[config.mk]
export PLATFORM = sky130hd
export DESIGN_NAME = frame_uart_reader
export DESIGN_NICKNAME = d
export VERILOG_FILES = /design/src/rtl/frame_uart_reader.sv
export SDC_FILE = /design/constraint.sdc
export NUM_CORES = 1
export LEC_CHECK = 0
export ABC_AREA = 1
export BUFFER_PORTS_ARGS = -buffer_cell sky130_fd_sc_hd__buf_2
export CELL_PAD_IN_SITES_DETAIL_PLACEMENT = 1
export CELL_PAD_IN_SITES_GLOBAL_PLACEMENT = 1
export CORE_MARGIN = 5
export CORE_UTILIZATION = 33
export CTS_CLUSTER_DIAMETER = 150
export CTS_CLUSTER_SIZE = 24
export DETAILED_ROUTE_END_ITERATION = 10
export GPL_TIMING_DRIVEN = 0
export PLACE_DENSITY = 0.77
export SLEW_MARGIN = 20
export SYNTH_ARGS = -nofsm -noshare
export SYNTH_HDL_FRONTEND = slang
export SYNTH_SLANG_ARGS = --single-unit
[constraint.sdc]
create_clock -name clk -period 1.45 [get_ports clk]
set_input_delay 0.145 -clock clk [delete_from_list [all_inputs] [get_ports clk]]
set_output_delay 0.145 -clock clk [all_outputs]
set_load 0.005 [all_outputs]
[src/rtl/frame_uart_reader.sv]
`default_nettype none
// ============================================================================
// Module      : frame_uart_reader
// Description : Frame buffer readback engine. On start it walks every pixel
//               address 0..N-1 through the buffer's 1-cycle registered read
//               port. Each 12-bit pixel goes to the UART transmitter as two
//               bytes over a valid/ready handshake: {4'h0, pix[11:8]} first,
//               then pix[7:0].
// Ports       : clk      - system clock, rising edge
//               rst_n    - synchronous active-low reset
//               start    - one-cycle request to dump the frame
//               r_en     - frame buffer read enable (one pulse per pixel)
//               r_add    - frame buffer read address
//               r_data   - frame buffer read data, valid the cycle after r_en
//               tx_data  - byte to the UART transmitter
//               tx_valid - tx_data is valid
//               tx_ready - transmitter accepts the byte this cycle
//               busy     - dump in progress
//               done     - one-cycle pulse after the last byte is accepted
// Revision    : 1.0 - initial release
// ============================================================================
module frame_uart_reader #(
  parameter int IMAGE_WIDTH  = 4,
  parameter int IMAGE_HEIGHT = 4,
  localparam int N  = IMAGE_WIDTH * IMAGE_HEIGHT,
  localparam int AW = (N > 1) ? $clog2(N) : 1
) (
  input  logic          clk,
  input  logic          rst_n,
  input  logic          start,
  output logic          r_en,
  output logic [AW-1:0] r_add,
  input  logic [11:0]   r_data,
  output logic [7:0]    tx_data,
  output logic          tx_valid,
  input  logic          tx_ready,
  output logic          busy,
  output logic          done
);

  localparam logic [2:0] S_IDLE    = 3'd0;
  localparam logic [2:0] S_READ    = 3'd1;
  localparam logic [2:0] S_LATCH   = 3'd2;
  localparam logic [2:0] S_SEND_HI = 3'd3;
  localparam logic [2:0] S_SEND_LO = 3'd4;
  localparam logic [2:0] S_DONE    = 3'd5;

  localparam logic [AW-1:0] LAST_ADDR = AW'(N - 1);

  logic [2:0]    state;
  logic [2:0]    next_state;
  logic [AW-1:0] addr;
  logic [11:0]   pix;

  // State register
  always_ff @(posedge clk) begin
    if (!rst_n) begin
      state <= S_IDLE;
    end else begin
      state <= next_state;
    end
  end

  // Address counter and pixel holding register
  always_ff @(posedge clk) begin
    if (!rst_n) begin
      addr <= '0;
      pix  <= '0;
    end else begin
      if (state == S_IDLE && start) begin
        addr <= '0;
      end else if (state == S_SEND_LO && tx_ready && addr != LAST_ADDR) begin
        // The counter only advances when another pixel follows, so it
        // never leaves 0..N-1 even when N is not a power of two.
        addr <= addr + 1'b1;
      end
      if (state == S_LATCH) begin
        pix <= r_data;
      end
    end
  end

  // Next-state logic
  always_comb begin
    next_state = state;
    case (state)
      S_IDLE:    if (start) next_state = S_READ;
      S_READ:    next_state = S_LATCH;
      S_LATCH:   next_state = S_SEND_HI;
      S_SEND_HI: if (tx_ready) next_state = S_SEND_LO;
      S_SEND_LO: begin
        if (tx_ready) begin
          next_state = (addr == LAST_ADDR) ? S_DONE : S_READ;
        end
      end
      S_DONE:    next_state = S_IDLE;
      default:   next_state = S_IDLE;
    endcase
  end

  // Outputs are decoded purely from registered state, so they stay stable
  // for the whole cycle and hold while the transmitter stalls.
  always_comb begin
    r_en     = 1'b0;
    tx_valid = 1'b0;
    tx_data  = 8'h00;
    done     = 1'b0;
    busy     = (state != S_IDLE);
    r_add    = addr;
    case (state)
      S_READ:    r_en = 1'b1;
      S_SEND_HI: begin
        tx_valid = 1'b1;
        tx_data  = {4'b0000, pix[11:8]};
      end
      S_SEND_LO: begin
        tx_valid = 1'b1;
        tx_data  = pix[7:0];
      end
      S_DONE:    done = 1'b1;
      default:   ;
    endcase
  end

endmodule
`default_nettype wire
==> impl_results.md <==
* Worst hold endpoint: pix[3]$_SDFFE_PN0P_
* Compound-Gate Fraction of Synth Area at 19.1%
* WHS Path Cells at 3
* Total global routing overflow at 0
* Clk pwr share at 23.2%
* Worst rel slew slack at 75.9%
* Worst IR Drop VDD at 0.529 mV
* P_sw at 359 µW
* Drt drc at 0
* Mux cell area share after synthesis at 0%
* Ant diodes at 0
* Synthesized area per cell at 7.52 µm²
* First-pass GRT wire length at 3850 µm
* Pin count of the biggest net entering global routing at 11
* Count of hold-fix buffers inserted at cts at 0
* Util after Layout at 45.5%
* I/O pins at 32
* Final net count at 172
* Synth top area share at 43.6%
* Sequential area share after synthesis at 43.6%
* Hold path startpoint: r_data[3]
* Switching part of the total at 31.1%
* Core Area at 2500 µm²
* Cell area after synthesis at 872 µm²
* WL final at 2510 µm
* Hold Vio Cnt, Final at 0
* Xor and xnor area share after synthesis at 2.01%
* CTS tree: done
* Arrival time worst endpoint at 1.23 ns
* Vias in the first global route at 885
* Die Y at 61.4 µm
* Status: complete, no violations
* Avg WL per Cell at 13.7 µm
* Syn Nets at 133
* CP required at 1.31 ns
* Final setup viols at 0
* Starting density of the core at 34.9%
* Max-cap violations at 0
* Share of cells above drive strength 1 at 35.7%
* FF+latch count, synth at 19
* H-tree level count at 1
* Worst Skew at 0.00559 ns
* Final Max Slew Viols at 0
* Clock-pin slew on the worst setup and hold paths at 0.11 ns
* Critical Path Start Type: register
* Rows at 18
* Post-route ant nets at 0
* Pwr dens at 1020 nW/µm²
* Largest area contributor in the netlist: dfxtp_1
* Worst-Skew Late Latency at 0.29 ns
* Synth Area in Simple Gates at 25.0%
* Hold Path Class: in2reg
* Reg-to-reg startpoint: r_add[0]$_SDFFE_PP0P_
* Initial antenna violation count at 0
* Internal at 796 µW
* Synth Instances at 116
* Adder-cell area share of the yosys netlist at 1.43%
* Crit end category: output port
* I/O Buffers at 31
* R2r setup slk at 0.21 ns
* Critical path class: reg2out
* Combinational power share at 22.7%
* Global Route Usage Sum at 13.7%
* Reg2Reg Depth at 6
* Syn. warnings at 0
* Final min period at 1.38 ns
* GPL Wtd Cong at 0.727
* Yosys cell types at 22
* Pre-antenna DRT Iters at 4
* Filler Cell Count at 342
* Pwr Total at 1150 µW
* Fmax at 725 MHz
* Clk sinks at 19
* Synth top area cells: dfxtp_1, nor2_1, o21ai_0
* Area grow syn2layout at 30.4%
* Die area at 3770 µm²
* Via count at 899
* Worst-path maximum fanout at 5
* Via/cell ratio at 4.89
* Post-place instance area at 1060 µm²
* RSZ-0062 raised after global routing: yes
* Leakage at 0.000532 µW
* CTS max path bufs at 2
* Largest family of logic cells by synthesized area: simple AND/OR/NAND/NOR gates
* Cts bufs inserted at 3
* Die X-Extent at 61.4 µm
* Flop pwr share at 54.1%
* Worst reg2reg endpoint: r_add[0]$_SDFFE_PP0P_
* Worst-Margin Slew at 0.361 ns
* Cell area after layout at 1140 µm²
* Detail Placement HPWL at 1940 µm
* Tcrit/Tclk final at 95.1%
* DRT iter0 DRCs at 14
* Root Buffer: clkbuf_4
[worst max-delay path by stage]
stage / start / to / slack, ns / cells after the start
after floorplan: r_add[0]$_SDFFE_PP0P_ / r_add[2]$_SDFFE_PP0P_ / 0.33 / 6
after global placement: state[2]$_SDFFE_PN0P_ / tx_data[1] / 0.17 / 5
after detailed placement: state[2]$_SDFFE_PN0P_ / tx_data[1] / 0.13 / 5
after CTS: state[2]$_SDFFE_PN0P_ / tx_data[1] / 0.04 / 5
after global routing: state[2]$_SDFFE_PN0P_ / tx_data[1] / -0.01 / 5
final: state[2]$_SDFFE_PN0P_ / tx_data[1] / 0.07 / 5
[logic make-up after synthesis]
family,Yosys count
AND/OR/NAND/NOR,47
AO/OA/AOI/OAI,30
flip-flops,19
buffers and inverters,17
XOR/XNOR,2
adder cells (fa/ha/maj),1
[cell usage after synthesis, drive strengths merged]
cell type	n
o21ai	14
xnor2	1
a22o	4
buf	1
ha	1
clkbuf	1
a21oi	11
a31oi	1
nand3	7
nand2	16
clkinv	1
xor2	1
inv	14
nor2	24
dfxtp	19
[cell type report]
| cell class | instances | area, µm² | share of cell area, % |
|---|---|---|---|
| flip-flops and latches | 19 | 392 | 34.4 |
| repair buffers | 34 | 178 | 15.6 |
| well taps | 30 | 37.5 | 3.30 |
| plain buffers | 2 | 15.0 | 1.32 |
| clock buffers | 4 | 26.3 | 2.31 |
| multi-input cells | 80 | 427 | 37.5 |
| inverters | 15 | 62.6 | 5.50 |
[power by group through the flow]
stage               logic [µW]  clock network (µW)  registers, µW
finish                     263                 268            624
CTS                        247                 268            623
floorplan                  164                   0            620
detailed placement         245                   0            632
global placement           233                   0            626
global route               298                 300            634
[metrics by stage]
stage,TNS (ns),setup slack (ns),hold slack [ns],std cells
floorplan,0,0.331,0.283,116
global placement,0,0.168,0.393,177
detailed placement,0,0.133,0.408,177
CTS,0,0.0354,0.106,181
global route,-0.0132,-0.0132,0.110,184
finish,0,0.0716,0.0979,184
[what timing repair did]
item | in CTS | in global routing
cloned | 0 | 0
setup endpoints to repair | 4 | 4
gates resized for setup | 6 | 5
endpoints found under the hold margin | 0 | 0
buffers inserted | 0 | 3
pin swaps | 0 | 1
[sequential cells by signal, summed over array words and instances, names as in the netlist]
| register | count |
|---|---|
| r_add | 4 |
| state | 3 |
| pix | 12 |
[per-layer routing]
metal | routed length [µm] | global-route usage, %
met1 | 1050 | 16.0
met2 | 1330 | 24.6
met3 | 110 | 3.14
met4 | 21 | 4.24
met5 | 0 | 0
[critical path, stage by stage (launching register included)]
cell and delay [ns]:
dfxtp_4 0.41, inv_2 0.05, nand3_2 0.08, inv_2 0.07, a22o_1 0.21, buf_2 0.12
[layout by cell type (no fill, tap or decap), drive strengths merged]
cell type,synthesis,routed
o21ai,14,14
clkbuf,1,5
nand2,16,16
inv,14,14
buf,1,35
xnor2,1,1
dfxtp,19,19
nand3,7,7
clkinv,1,1
nor2,24,24
a31oi,1,1
ha,1,1
xor2,1,1
a22o,4,4
a21oi,11,11
No activity file was read; power rests on OpenSTA's default activity.
